File: config.mk
export PLATFORM = sky130hd
export DESIGN_NAME = multi_latency_control_unit
export DESIGN_NICKNAME = d
export VERILOG_FILES = /design/src/rtl/multi_latency_control_unit.sv
export SDC_FILE = /design/constraint.sdc
export NUM_CORES = 1
export LEC_CHECK = 0
export BUFFER_PORTS_ARGS = -buffer_cell sky130_fd_sc_hd__buf_2
export CAP_MARGIN = 10
export CORE_MARGIN = 8
export CORE_UTILIZATION = 43
export DETAILED_ROUTE_END_ITERATION = 10
export GPL_ROUTABILITY_DRIVEN = 0
export GPL_TIMING_DRIVEN = 0
export MAX_ROUTING_LAYER = met4
export SYNTH_ARGS = -nofsm -noshare
export SYNTH_HDL_FRONTEND = slang
export SYNTH_SLANG_ARGS = --single-unit
File: constraint.sdc
create_clock -name clock_i -period 11.1 [get_ports clock_i]
set_input_delay 0.555 -clock clock_i [delete_from_list [all_inputs] [get_ports clock_i]]
set_output_delay 0.555 -clock clock_i [all_outputs]
set_load 0.05 [all_outputs]
File: src/rtl/multi_latency_control_unit.sv
// -----------------------------------------------------------------------------
// multi_latency_control_unit
//
// Purpose:
//   Issue-side scoreboard at the VRR->EXE boundary for variable-latency vector
//   operations. Up to NUM_SLOTS operations may be in flight at once. Each one
//   owns a single shared writeback cycle, reserved in a shift-register
//   window of depth MAX_LATENCY. The window also carries the operation tag,
//   which is reported when that writeback cycle is reached.
//
// Optional feature (macro LAGARTO_V_IN_ORDER_COMPLETION_EN):
//   Defined   - issue also halts while any older operation would complete
//               after the requesting one, so completion order equals issue
//               order.
//   Undefined - out-of-order completion is allowed. Only writeback collisions
//               and the slot budget stall issue.
//
// Ports:
//   clock_i          in   sole clock, rising edge
//   reset_i          in   synchronous reset, active-high
//   flush_i          in   discard all in-flight operations
//   issue_valid_i    in   an operation requests issue this cycle
//   issue_latency_i  in   latency L of the requesting operation (0..MAX_LATENCY-1)
//   issue_tag_i      in   tag of the requesting operation
//   halt_pipeline_o  out  combinational; issue refused this cycle
//   complete_valid_o out  an operation writes back this cycle (registered)
//   complete_tag_o   out  tag of the completing operation (registered)
//   occupancy_o      out  operations currently outstanding (registered)
//
// Issue handshake:
//   A request is presented by holding issue_valid_i high with its latency and
//   tag. It is taken at the rising edge that ends any cycle in which
//   issue_valid_i=1, halt_pipeline_o=0, flush_i=0 and reset_i=0. While halted,
//   upstream keeps the same request stable and re-presents it. A request
//   present during a flush or reset cycle is dropped without a halt.
//   halt_pipeline_o never depends on itself and is 0 whenever
//   issue_valid_i=0.
// -----------------------------------------------------------------------------
module multi_latency_control_unit #(
    parameter int MAX_LATENCY = 32,
    parameter int NUM_SLOTS   = 4,
    parameter int TAG_WIDTH   = 4
) (
    input  logic                           clock_i,
    input  logic                           reset_i,
    input  logic                           flush_i,
    input  logic                           issue_valid_i,
    input  logic [$clog2(MAX_LATENCY)-1:0] issue_latency_i,
    input  logic [TAG_WIDTH-1:0]           issue_tag_i,
    output logic                           halt_pipeline_o,
    output logic                           complete_valid_o,
    output logic [TAG_WIDTH-1:0]           complete_tag_o,
    output logic [$clog2(NUM_SLOTS):0]     occupancy_o
);

    localparam int LW = $clog2(MAX_LATENCY);
    localparam int OW = $clog2(NUM_SLOTS) + 1;
    localparam logic [LW:0]   ONE_L     = (LW+1)'(1);
    localparam logic [OW-1:0] SLOTS_MAX = OW'(NUM_SLOTS);

    // Reservation window: bit i set means some operation writes back i cycles
    // from now. Entry 0 is the writeback happening in the current cycle.
    logic [MAX_LATENCY-1:0] r_res;
    logic [TAG_WIDTH-1:0]   r_tag [MAX_LATENCY];
    logic [OW-1:0]          r_occ;

    logic [MAX_LATENCY:0]   w_res_ext;
    logic [LW:0]            w_lat_p1;
    logic                   w_conflict;
    logic                   w_full;
    logic                   w_block;
    logic                   w_accept;

    // A zero guard bit above the window lets L+1 = MAX_LATENCY index safely and
    // read as "no conflict" without a special case.
    assign w_res_ext = {1'b0, r_res};
    assign w_lat_p1  = {1'b0, issue_latency_i} + ONE_L;

    // The window shifts on the same edge that records the new reservation, so
    // the slot the new operation will occupy is currently sitting at L+1.
    assign w_conflict = w_res_ext[w_lat_p1];

    // A completion this cycle frees its slot for a simultaneous issue.
    assign w_full = (r_occ == SLOTS_MAX) && !r_res[0];

`ifdef LAGARTO_V_IN_ORDER_COMPLETION_EN
    logic [LW:0] w_lat_p2;
    logic        w_older_later;

    // Any reservation strictly above L+1 belongs to an older operation that
    // would write back after this one.
    assign w_lat_p2      = w_lat_p1 + ONE_L;
    assign w_older_later = |(w_res_ext >> w_lat_p2);
    assign w_block       = w_conflict || w_full || w_older_later;
`else
    assign w_block       = w_conflict || w_full;
`endif

    assign halt_pipeline_o = issue_valid_i && w_block && !flush_i && !reset_i;
    assign w_accept        = issue_valid_i && !w_block && !flush_i && !reset_i;

    always_ff @(posedge clock_i) begin
        if (reset_i) begin
            r_res <= '0;
            r_occ <= '0;
            for (int i = 0; i < MAX_LATENCY; i++) begin
                r_tag[i] <= '0;
            end
        end else if (flush_i) begin
            // Tags are left stale; every reader is masked by r_res.
            r_res <= '0;
            r_occ <= '0;
        end else begin
            r_res <= {1'b0, r_res[MAX_LATENCY-1:1]};
            for (int i = 0; i < MAX_LATENCY - 1; i++) begin
                r_tag[i] <= r_tag[i+1];
            end
            r_tag[MAX_LATENCY-1] <= '0;
            // The new reservation overrides the shifted value at slot L. That
            // value is known to be 0, because the conflict check passed.
            if (w_accept) begin
                r_res[issue_latency_i] <= 1'b1;
                r_tag[issue_latency_i] <= issue_tag_i;
            end
            r_occ <= r_occ + OW'(w_accept) - OW'(r_res[0]);
        end
    end

    // Bookkeeping sanity: a writeback with nothing outstanding is an underflow,
    // and the counter may never pass the slot budget.
    always_ff @(posedge clock_i) begin
        if (!reset_i) begin
            assert (!(r_res[0] && (r_occ == '0)));
            assert (r_occ <= SLOTS_MAX);
        end
    end

    assign complete_valid_o = r_res[0];
    assign complete_tag_o   = r_tag[0];
    assign occupancy_o      = r_occ;

endmodule

==> results of run 1 <==
-- synthesized netlist by cell type (all sizes together) --
cell type / instances / area, um^2
a2111oi: 1 / 27.5
a21boi: 1 / 7.51
a21o: 19 / 143
a21oi: 1 / 5.00
a221oi: 1 / 15.0
a22o: 4 / 35.0
a22oi: 1 / 7.51
and2: 7 / 43.8
and3: 5 / 31.3
buf: 14 / 85.1
clkbuf: 30 / 113
dfxtp: 35 / 701
edfxtp: 128 / 3840
fa: 1 / 20.0
ha: 6 / 75.1
inv: 10 / 37.5
mux2: 2 / 22.5
mux2i: 123 / 1240
mux4: 9 / 203
nand2: 155 / 582
nand2b: 4 / 25.0
nand3: 18 / 220
nand3b: 1 / 7.51
nand4: 1 / 6.26
nor2: 19 / 161
nor2b: 3 / 18.8
nor3: 5 / 52.6
nor4b: 1 / 15.0
o21a: 1 / 15.0
o21ai: 5 / 47.6
o221ai: 1 / 26.3
o31a: 1 / 8.76
xnor2: 4 / 35.0
xor2: 3 / 26.3
-- cell families (layout without fill, tap and decap cells) --
logic type	after synthesis	in the layout	synth area share (%)
compound gates	36	36	4.28
mux	134	134	18.5
fa+ha+maj	7	7	1.20
flops	163	163	57.5
simple gates	219	219	14.7
buf+inv	54	105	2.98
xor+xnor	7	7	0.776
-- final cells by class --
cell class	instances	area (um^2)	area share (%)
flip-flops and latches	163	4540	51.2
clock inverters	5	50.0	0.564
inverters	10	37.5	0.423
repair buffers	20	123	1.38
plain buffers	44	198	2.23
well taps	229	287	3.23
multi-input cells	403	3130	35.2
clock buffers	26	512	5.76
-- report_power, final --
group	leakage [nW]	total (mW)	internal [mW]	switching, mW
clock network	0.278	0.561	0.339	0.222
registers	1.70	0.704	0.695	0.00940
logic	1.66	0.0971	0.0288	0.0683
total	3.64	1.36	1.06	0.299
-- registers in the layout (all words and copies together) (netlist names) --
register     cells
r_tag          128
r_res           32
occupancy_o      3
-- layer usage --
metal	track usage, %	part of all wire, %	vias up
met5	-	0	-
met3	3.45	2.8	16
li1	-	-	2287
met2	27.3	51	52
met4	5.34	1.4	0
met1	18.3	44	2432
-- worst paths after layout --
| check | start | endpoint | slack, ns | depth (start not counted) |
|---|---|---|---|---|
| setup / recovery | issue_latency_i[0] | occupancy_o[2] | 6.99 | 19 |
| hold / removal | reset_i | occupancy_o[1] | 0.32 | 2 |
| setup reg to reg | r_res[11] | occupancy_o[2] | 7.94 | 14 |
| hold reg to reg | r_res[5] | r_res[4] | 0.44 | 2 |
==> flow_metrics.tcl, run 1 <==
set metrics [dict create \
    status "finished, final reports clean" \
    die_y_um 152 \
    drt_iter0_markers 309 \
    path_delay_family "adder cells" \
    power_density_mw_per_mm2 153 \
    hold_buffers 0 \
    synth-seq-cells 163 \
    setup_ws_ns 6.99 \
    antenna_found_initial 0 \
    ant_nets 0 \
    drt-pass1-iter-count 4 \
    dp.cells 869 \
    irDropWorstVdd_mv 0.109 \
    cp.arrival_ns 4.46 \
    wirelength_um 16600 \
    grt_max_degree 73 \
    setup_viol 0 \
    cp-start-kind "input pin" \
    hold_violations 0 \
    layout-drive-gt1-share_pct 15.1 \
    slowest_delay_ns 0.50 \
    fmax_mhz 243 \
    fin_crit_ns 4.11 \
    post_cts_resized 0 \
    track_usage_pct 15.9 \
    synthCells 620 \
    total_power_mw 1.36 \
    p_leak_nw 3.64 \
    fin_worst_skew_ns 0.0184 \
    rsz0062_at_grt "no" \
    vias 4787 \
    crit_path_end_kind "register" \
    cts_root_buf "clkbuf_16" \
    via_per_inst 5.32 \
    yosys_warnings 0 \
    start_util_pct 43.8 \
    core.rowCount 49 \
    drt_drc_violations_left 0 \
    grt_pass1_wl_um 27200 \
    dp_slack_ns 6.57 \
    layout_common_cells "nand2_1 (154), edfxtp_1 (128), mux2i_1 (121)" \
    grt_pass1_vias 5146 \
    mappedNetlistNets 640 \
    antenna_cells 0 \
    htree_levels 4 \
    die_area_mm2 0.0230 \
    syn2layout_area_growth_pct 12.4 \
    critical_path_required_ns 11.46 \
    path_class "input pin to register" \
    stdcell_area_mm2 0.00888 \
    holdWs_ns 0.318 \
    finalNonFillerCells 900 \
    insertion_delay_ns 0.43 \
    die_x_um 152 \
    fin_crit_sh_pct 37.0 \
    avgSynthCellArea_um2 12.7 \
    postCtsSetupRepairBufs 0 \
    ios 22 \
    synthesis.area_mm2 0.00790 \
    gr-total-overflow 0 \
    placed_area_mm2 0.00832 \
    clkSinkCount 163 \
    hold_path.class "input pin to register" \
    coreArea_mm2 0.0180 \
    critPathSlowestCell "buf_1" \
    path_cells "buf_2 > buf_6 > inv_1 > ha_1 > buf_1 > mux4_2 > mux2_2 > o221ai_4 > o21ai_4 > a21oi_1 > nand2_1 > ha_1 > inv_1 > ha_1 > inv_1 > fa_1 > xor2_1 > xnor2_1 > nor3_1" \
    wire_per_inst_um 18.4 \
    max_cap_viol_count 0 \
    critical_path_buf_inv_count 6 \
    ys_seq_area_share_pct 57.5 \
    hpwlAfterDp_um 11600 \
    final_common_cell "nand2_1" \
    cts_tree "built" \
    finalSetupTns_ns 0 \
    finalNetCount 679 \
    slew_violations 0 \
    worst_pin_slew_ns 0.853 \
    cp_max_fo 9 \
    fin_util_pct 49.3 \
    fillers 1622 \
    maxSlewHeadroom_pct 43.2 \
    io_buffers 19 \
    cts_buffers 17 \
    ys_types 46 \
    path_clk_slew_ns 0.07 \
    clockBufferDepth 2 \
]
No activity file was read; power rests on OpenSTA's default activity.
==> run 2: changes to the inputs <==
- ABC_AREA: not set -> 1
- clock period: 11.1 -> 3.4 ns (I/O delays scaled with it)
==> flow_metrics.tcl, run 2 <==
set metrics [dict create \
    wire_per_inst_um 14.3 \
    drt_drc_violations_left 0 \
    path_clk_slew_ns 0.07 \
    holdWs_ns 0.0934 \
    die_y_um 160 \
    dp.cells 1447 \
    fin_crit_ns 3.19 \
    layout_common_cells "nand2_1 (409), inv_1 (215), nor2_1 (171)" \
    cp.arrival_ns 3.55 \
    max_cap_viol_count 0 \
    layout-drive-gt1-share_pct 9.96 \
    insertion_delay_ns 0.43 \
    synth_most_common_cell "nand2_1" \
    syn2layout_area_growth_pct 13.3 \
    clockBufferDepth 2 \
    core.rowCount 52 \
    irDropWorstVdd_mv 0.361 \
    drt_iter0_markers 450 \
    drt-pass1-iter-count 5 \
    io_buffers 20 \
    synth_edf_count 128 \
    grtUsageMet2_pct 28.3 \
    cts_root_buf "clkbuf_16" \
    cts_buffers 17 \
    wirelength_um 21200 \
    reg2reg_slack_ns 0.81 \
    path_cells "buf_2 > buf_6 > inv_2 > buf_4 > ha_1 > clkbuf_4 > clkinvlp_4 > nand3_1 > nand3_1 > nand3_1 > nand3_1 > nand3_4 > nand3_4 > buf_12 > ha_1 > inv_1 > ha_1 > inv_1 > fa_1 > or2_2 > a21oi_1" \
    synthesis.area_mm2 0.00886 \
    worst_pin_slew_ns 0.742 \
    regMostFlops "r_tag" \
    hold_violations 0 \
    ant_nets 0 \
    synth-main-ff-cell "edfxtp_1" \
    rsz0062_at_grt "no" \
    track_usage_pct 17.9 \
    maxSlewHeadroom_pct 50.5 \
    clkSinkCount 163 \
    use_met1_pct 23.2 \
    power_density_mw_per_mm2 475 \
    path_class "input pin to register" \
    grt.met3_usage_pct 3.88 \
    critical_path_required_ns 3.76 \
    ys_top_cells_by_area "edfxtp_1 (43%), nand2_1 (17%), inv_1 (9.2%)" \
    synth-seq-cells 163 \
    gr-total-overflow 0 \
    die_x_um 160 \
    setup_viol 0 \
    crit_path_frequent_cell "nand3_1" \
    fmax_mhz 314 \
    critPathSlowestCell "fa_1" \
    via_per_inst 4.76 \
    synthCells 1156 \
    start_util_pct 43.8 \
    yosysTopAreaCell "edfxtp_1" \
    ios 22 \
    avgSynthCellArea_um2 7.66 \
    async_flop_share_pct 0 \
    hold_path.class "input pin to register" \
    slowest_delay_ns 0.37 \
    vias 7074 \
    antenna_cells 0 \
    htree_levels 4 \
    finalNonFillerCells 1485 \
    largest_register_ffs 128 \
    hpwlAfterDp_um 14900 \
    status "finished, final reports clean" \
    grt_max_degree 103 \
    die_area_mm2 0.0255 \
    fin_crit_sh_pct 93.7 \
    finalNetCount 1222 \
    hold_buffers 0 \
    ys_top_cells_by_count "nand2_1 (410), inv_1 (216), nor2_1 (171)" \
    cp_max_fo 11 \
    mappedNetlistNets 1176 \
    antenna_found_initial 0 \
    yosys_warnings 0 \
    fin_worst_skew_ns 0.00749 \
    cts_tree "built" \
    slew_violations 0 \
    coreArea_mm2 0.0202 \
    grt.busiest_layer "met2" \
    crit_path_end_kind "register" \
    grt_pass1_wl_um 35700 \
    cp-start-kind "input pin" \
    p_leak_nw 4.53 \
    ys_types 27 \
    synth.top_cell.area_share_pct 43.4 \
    ys_seq_area_share_pct 51.3 \
    grt_pass1_vias 6863 \
    final_common_cell "nand2_1" \
]
## run 2: area by class of cell
cell class                 count  area (um^2)
clock inverter                15          194
sequential                   163         4540
timing repair buffer          27          173
tap                          270          338
buffer                        46          233
clock buffer                  17          425
fill                        1963        10200
inverter                     220          830
multi-input combinational    727         3300
## run 2: where the power goes
| part | switching [mW] | internal [mW] |
|---|---|---|
| Clock | 0.873 | 1.18 |
| Sequential | 0.0263 | 2.26 |
| Combinational | 0.315 | 0.116 |
## run 2: worst max-delay path, delay by kind of cell
| kind | cells | cell delay, ns |
|---|---|---|
| AO/OA/AOI/OAI | 1 | 0.11 |
| adder cells (fa/ha/maj) | 4 | 1.04 |
| buffers and inverters | 9 | 1.23 |
| AND/OR/NAND/NOR | 7 | 0.98 |
## run 2: worst paths after layout
check,from,endpoint,cells after the start
setup / recovery,issue_latency_i[0],occupancy_o[2],21
hold / removal,issue_tag_i[0],r_tag[23][0],3
setup reg to reg,r_res[0],occupancy_o[2],16
hold reg to reg,r_res[17],r_res[16],2
## run 2: cell families after synthesis
group / Yosys count / synth area share [%]
AND/OR/NAND/NOR: 683 / 33.7
buffers and inverters: 266 / 11.8
flip-flops: 163 / 51.3
AO/OA/AOI/OAI: 35 / 2.01
adder cells (fa/ha/maj): 7 / 1.07
XOR/XNOR: 2 / 0.198
## run 2: metal layers
layer | part of all wire (%) | routed length, um
met1 | 48 | 10100
met2 | 47 | 9930
met3 | 4.7 | 989
met4 | 1.1 | 224
met5 | 0 | 0
## run 2: what timing repair did
action,4_1_cts,5_1_grt
resized for setup,0,7
buffers inserted,0,6
endpoints found under the setup margin,0,1
## run 2: through the flow
stage          utilization, %  setup TNS (ns)  worst slack, ns  power (mW)  instance area, um^2
6_report                 49.6               0            0.213        4.77                10000
5_1_grt                  49.6               0          0.00966        4.95                10000
4_1_cts                  49.2               0           0.0446        4.79                 9960
3_5_place_dp             46.2          -0.597           -0.401        2.75                 9340
3_3_place_gp             46.0          -36.45           -0.377        2.75                 9300
2_1_floorplan               -               0            0.210        2.62                 8860
